### src/rtl/banzai_infer_sched.sv
// banzAI inference scheduler: powers the machine array up, loads one command's observations,
// starts the machine, collects the result (or a timeout), returns it, then powers the array down.
module banzai_infer_sched #(
   parameter int          N_OBS          = 4,
   parameter int          OBS_W          = 8,
   parameter int          RES_W          = 16,
   parameter int          TIMEOUT        = 1024,
   parameter logic [15:0] INF_COUNT_INIT = 16'h0000
) (
   input  logic                                   clk,
   input  logic                                   rst,
   input  logic                                   cmd_valid,
   output logic                                   cmd_ready,
   input  logic [N_OBS*OBS_W-1:0]                 cmd_obs,
   output logic                                   pwr_req,
   input  logic                                   pwr_ack,
   output logic                                   obs_we,
   output logic [((N_OBS > 1) ? $clog2(N_OBS) : 1)-1:0] obs_addr,
   output logic [OBS_W-1:0]                       obs_data,
   output logic                                   mach_start,
   input  logic                                   mach_done,
   input  logic [RES_W-1:0]                       mach_result,
   output logic                                   rsp_valid,
   input  logic                                   rsp_ready,
   output logic [RES_W-1:0]                       rsp_result,
   output logic                                   rsp_timeout,
   output logic                                   busy,
   output logic [15:0]                            inf_count
);

   localparam int ADDR_W = (N_OBS > 1) ? $clog2(N_OBS) : 1;
   localparam int TMO_W  = (TIMEOUT > 1) ? $clog2(TIMEOUT) : 1;
   localparam logic [ADDR_W-1:0] ADDR_LAST = ADDR_W'(N_OBS - 1);
   localparam logic [TMO_W-1:0]  TMO_LAST  = TMO_W'(TIMEOUT - 1);

   typedef enum logic [2:0] {
      S_IDLE,
      S_PWR_UP,
      S_LOAD,
      S_START,
      S_WAIT,
      S_RESP,
      S_PWR_DN
   } state_t;

   state_t                   state, state_d;
   logic [N_OBS*OBS_W-1:0]   obs_q, obs_q_d;
   logic [TMO_W-1:0]         tmo_cnt, tmo_d;
   logic [ADDR_W-1:0]        next_addr;
   logic                     cmd_ready_d, pwr_req_d, obs_we_d, mach_start_d;
   logic                     rsp_valid_d, rsp_timeout_d, busy_d;
   logic [ADDR_W-1:0]        obs_addr_d;
   logic [OBS_W-1:0]         obs_data_d;
   logic [RES_W-1:0]         rsp_result_d;
   logic [15:0]              inf_count_d;

   // Every output is computed one cycle ahead here so that all of them leave the block registered.
   always_comb begin
      state_d       = state;
      obs_q_d       = obs_q;
      tmo_d         = tmo_cnt;
      cmd_ready_d   = cmd_ready;
      pwr_req_d     = pwr_req;
      obs_we_d      = 1'b0;
      obs_addr_d    = obs_addr;
      obs_data_d    = obs_data;
      mach_start_d  = 1'b0;
      rsp_valid_d   = rsp_valid;
      rsp_result_d  = rsp_result;
      rsp_timeout_d = rsp_timeout;
      busy_d        = busy;
      inf_count_d   = inf_count;
      next_addr     = obs_addr + ADDR_W'(1);

      case (state)
         S_IDLE: begin
            if (cmd_valid) begin
               obs_q_d     = cmd_obs;
               pwr_req_d   = 1'b1;
               tmo_d       = '0;
               cmd_ready_d = 1'b0;
               busy_d      = 1'b1;
               state_d     = S_PWR_UP;
            end
         end
         S_PWR_UP: begin
            if (pwr_ack) begin
               obs_we_d   = 1'b1;
               obs_addr_d = '0;
               obs_data_d = obs_q[OBS_W-1:0];
               state_d    = S_LOAD;
            end else if (tmo_cnt == TMO_LAST) begin
               rsp_valid_d   = 1'b1;
               rsp_timeout_d = 1'b1;
               rsp_result_d  = '0;
               state_d       = S_RESP;
            end else begin
               tmo_d = tmo_cnt + TMO_W'(1);
            end
         end
         S_LOAD: begin
            if (obs_addr == ADDR_LAST) begin
               mach_start_d = 1'b1;
               state_d      = S_START;
            end else begin
               obs_we_d   = 1'b1;
               obs_addr_d = next_addr;
               obs_data_d = obs_q[int'(next_addr)*OBS_W +: OBS_W];
            end
         end
         S_START: begin
            tmo_d   = '0;
            state_d = S_WAIT;
         end
         // A done on the last allowed cycle still counts as a real result.
         S_WAIT: begin
            if (mach_done) begin
               rsp_valid_d   = 1'b1;
               rsp_timeout_d = 1'b0;
               rsp_result_d  = mach_result;
               state_d       = S_RESP;
            end else if (tmo_cnt == TMO_LAST) begin
               rsp_valid_d   = 1'b1;
               rsp_timeout_d = 1'b1;
               rsp_result_d  = '0;
               state_d       = S_RESP;
            end else begin
               tmo_d = tmo_cnt + TMO_W'(1);
            end
         end
         S_RESP: begin
            if (rsp_ready) begin
               rsp_valid_d = 1'b0;
               inf_count_d = inf_count + 16'd1;
               pwr_req_d   = 1'b0;
               state_d     = S_PWR_DN;
            end
         end
         S_PWR_DN: begin
            if (!pwr_ack) begin
               cmd_ready_d = 1'b1;
               busy_d      = 1'b0;
               state_d     = S_IDLE;
            end
         end
         default: state_d = S_IDLE;
      endcase
   end

   // Reset drops the rail request immediately and discards any command or response in flight.
   always_ff @(posedge clk) begin
      if (rst) begin
         state       <= S_IDLE;
         obs_q       <= '0;
         tmo_cnt     <= '0;
         cmd_ready   <= 1'b1;
         pwr_req     <= 1'b0;
         obs_we      <= 1'b0;
         obs_addr    <= '0;
         obs_data    <= '0;
         mach_start  <= 1'b0;
         rsp_valid   <= 1'b0;
         rsp_result  <= '0;
         rsp_timeout <= 1'b0;
         busy        <= 1'b0;
         inf_count   <= INF_COUNT_INIT;
      end else begin
         state       <= state_d;
         obs_q       <= obs_q_d;
         tmo_cnt     <= tmo_d;
         cmd_ready   <= cmd_ready_d;
         pwr_req     <= pwr_req_d;
         obs_we      <= obs_we_d;
         obs_addr    <= obs_addr_d;
         obs_data    <= obs_data_d;
         mach_start  <= mach_start_d;
         rsp_valid   <= rsp_valid_d;
         rsp_result  <= rsp_result_d;
         rsp_timeout <= rsp_timeout_d;
         busy        <= busy_d;
         inf_count   <= inf_count_d;
      end
   end

endmodule

### config.mk
export PLATFORM = sky130hd
export DESIGN_NAME = banzai_infer_sched
export DESIGN_NICKNAME = d
export VERILOG_FILES = /design/src/rtl/banzai_infer_sched.sv
export SDC_FILE = /design/constraint.sdc
export NUM_CORES = 1
export LEC_CHECK = 0
export CAP_MARGIN = 15
export CORE_UTILIZATION = 35
export CTS_BUF_LIST = sky130_fd_sc_hd__clkbuf_2 sky130_fd_sc_hd__clkbuf_4 sky130_fd_sc_hd__clkbuf_8
export CTS_CLUSTER_DIAMETER = 100
export DETAILED_ROUTE_END_ITERATION = 7
export SYNTH_ARGS = -nofsm -noshare
export SYNTH_HDL_FRONTEND = slang
export SYNTH_SLANG_ARGS = --single-unit
### constraint.sdc
create_clock -name clk -period 3 [get_ports clk]
set_input_delay 0.3 -clock clk [delete_from_list [all_inputs] [get_ports clk]]
set_output_delay 0.3 -clock clk [all_outputs]
set_load 0.1 [all_outputs]
==> results by group <==
Status
  – Status: complete, no violations

Power
  – Power Density: 581 mW/mm²
  – Worst VDD drop: 0.387 mV
  – Lkg Pwr: 1.88 nW
  – Power Total: 2.99 mW

Die
  – Die area: 0.0117 mm²
  – Die X-Extent: 108 µm
  – CORE AREA: 0.0109 mm²
  – Starting Density: 36.1%
  – Top-Level Pins: 103
  – Chip height: 108 µm
  – Cell Rows: 38

Critical path
  – Critical path class: reg -> reg
  – Data arrival, critical path: 2610 ps
  – Max incr delay on CP: 660 ps
  – Slowest CP cell: dfxtp_1
  – Crit end category: register
  – Critical Path RT: 3300 ps
  – CP cell instances: or4b_1, o211a_2, or3_1, or4_1, o21ai_1
  – Crit path max fanout: 18
  – Startpoint types: register

Drt
  – Remaining antenna violation count: 0
  – 1st-pass router iterations: 4
  – DRC Markers: 0
  – Vias post-DR: 3584
  – DR WL/cell: 13.8 µm
  – Post-Route WL: 9780 µm
  – Vias/cell: 5.07
  – DRT iter0 DRCs: 165

Layout
  – Design Area, Final: 0.00515 mm²
  – Area Growth Syn to Fin: 31.1%
  – Multi-input logic area: 0.00190 mm²
  – Final Instance Count excl. Fillers: 707
  – Layout net count: 621
  – Filler cells: 1070
  – Antenna cells: 0
  – FF/Latch Area: 0.00188 mm²
  – Share of cells above drive strength 1: 11.8%

Yosys
  – Syn. warnings: 0
  – Most common cell in the netlist: dfxtp_1
  – Mapped Area: 0.00393 mm²
  – Register bit total from synthesis: 94
  – Sequential share of the synthesized area: 47.9%
  – Primary FF master, synth: dfxtp_1
  – FFs w/ async S/R, synth: 0%
  – Synth area leader: dfxtp_1
  – Top-area cell type share of the netlist area: 47.9%
  – Synth cell types: 44
  – Ranking of synthesized cells by area: dfxtp_1 48%, nand2_1 8.1%, a21oi_1 7.0%, nor2_1 3.8%, a22o_1 3.6%
  – Net count after synthesis: 532
  – Avg Cell Area, Syn: 8.27 µm²
  – Post-synth EDFFs: 0
  – Most instantiated cells after synthesis: 94 x dfxtp_1, 85 x nand2_1, 55 x a21oi_1
  – Synthesized instance count: 475

CTS
  – Postcts setup bufs: 0
  – Post-CTS resize count: 0
  – Root buffer cell: clkbuf_8
  – # H-tree levels: 3
  – Total CTS buffers: 9
  – Clock transition at path regs: 90 ps
  – Clock Path Buffers: 2
  – Hold buffers post-CTS: 0
  – CTS tree: yes
  – Clk_lat worst skew: 360 ps
  – CTS sink count: 94

Min path
  – Hold WC Path Type: reg -> reg

STA
  – Final clock skew: 12.9 ps
  – RSZ-0062 raised after global routing: no
  – Worst rel slew slack: 30.4%
  – Final setup TNS: 0 ps
  – Worst hold slack: 456 ps
  – # setup viols final: 0
  – Fin. Hold Viols: 0
  – Max-slew violations: 0
  – Fmax: 0.431 GHz
  – Ratio of final minimum period to clock period: 77.3%
  – Final min period: 2320 ps
  – Least-Margin Pin Slew: 1040 ps

Placement
  – Gp weighted congestion: 0.789
  – Area of placed instances: 0.00497 mm²
  – Detailed Place HPWL: 6770 µm
  – Port buffer count: 102
  – Dpl cells: 693

Global routing
  – Met2 GRT Util: 30.7%
  – Largest net degree at the start of global routing: 51
  – First-pass GRT wire length: 16200 µm
  – Vias in the first global route: 3353
  – GRT busiest layer: met2
  – Met3 usage: 4.40%
  – Congestion Overflow GR: 0
  – Initial antenna violation count: 0
  – M1 GR Usage: 21.7%
  – GRT Overall Usage: 17.6%

Job
  – Max-cap violation count: 0
==> metal layers <==
layer	wire [µm]	up-vias	part of all wire [%]
met5	0	-	0
met4	92	0	0.94
met3	376	11	3.8
met2	4920	79	50
met1	4390	1662	45
li1	-	1832	-
==> critical path: cells and delay by family, from the launching register on <==
kind / cells / cell delay (ps)
AO/OA/AOI/OAI: 2 / 250
AND/OR/NAND/NOR: 3 / 1350
flip-flops: 1 / 660
==> path summary, 6_finish.rpt <==
kind / startpoint / endpoint / slack [ps] / depth (start not counted)
worst max-delay path: state[2]$_SDFFE_PP0P_ / tmo_cnt[3]$_SDFFE_PP0P_ / 680 / 5
worst max register to register: state[2]$_SDFFE_PP0P_ / tmo_cnt[3]$_SDFFE_PP0P_ / 680 / 5
worst min-delay path: obs_q[0]$_SDFFE_PP0P_ / obs_q[0]$_SDFFE_PP0P_ / 460 / 2
worst min register to register: obs_q[0]$_SDFFE_PP0P_ / obs_q[0]$_SDFFE_PP0P_ / 460 / 2
==> where the power goes <==
group          switching (mW)  internal, mW  leakage, nW
combinational           0.523         0.243         1.03
clock                   0.444         0.379       0.0838
sequential             0.0685          1.33        0.764
total                    1.04          1.96         1.88
==> kinds of logic (layout without fill, tap and decap cells) <==
logic type                 after synthesis  after routing  share of synthesized area (%)
adders and majority gates                3              3                          0.955
DFF                                     94             94                           47.9
and+or+nand+nor                        199            199                           23.8
muxes                                    9              9                           2.29
xor gates and xnor gates                13             13                           2.90
AOI/OAI and AO/OA                      118            118                           18.3
buffers and inverters                   39            131                           3.82
==> flip-flops by register name (all words and copies together) (netlist names) <==
name	cells
obs_q	32
cmd_ready	1
inf_count	16
obs_addr	2
obs_data	8
rsp_timeout	1
state	3
obs_we	1
tmo_cnt	10
rsp_valid	1
rsp_result	16
busy	1
mach_start	1
pwr_req	1
==> final cells by class <==
type,count,share of cell area [%]
clock inverters,5,1.19
well taps,140,3.40
inverters,7,0.510
repair buffers,110,19.0
flip-flops and latches,94,36.5
multi-input cells,342,37.0
clock buffers,9,2.40
==> per-stage QoR <==
step,util [%],worst slack [ps]
3_5_place_dp,45.6,481
4_1_cts,47.3,680
6_report,47.3,681
5_1_grt,47.3,482
2_1_floorplan,-,514
3_3_place_gp,45.6,538
==> cell usage in the layout, fill, tap and decap left out, types with 3 or more instances in the layout <==
master and instances:
a21oi_1 55, a22o_1 16, a311oi_1 8, a31oi_1 3
and3_1 3, and4_1 3, buf_4 46, clkbuf_8 9
clkdlybuf4s50_1 63, clkinvlp_4 3, dfxtp_1 94, ha_1 3
inv_1 7, mux2i_1 9, nand2_1 85, nand2b_1 8
nand3_1 17, nand3b_1 5, nand4_1 4, nor2_1 40
nor2b_1 4, nor3_1 11, o21ai_0 25, or3_1 5
xnor2_1 10, xor2_1 3
(Power assumes the default switching activity.)
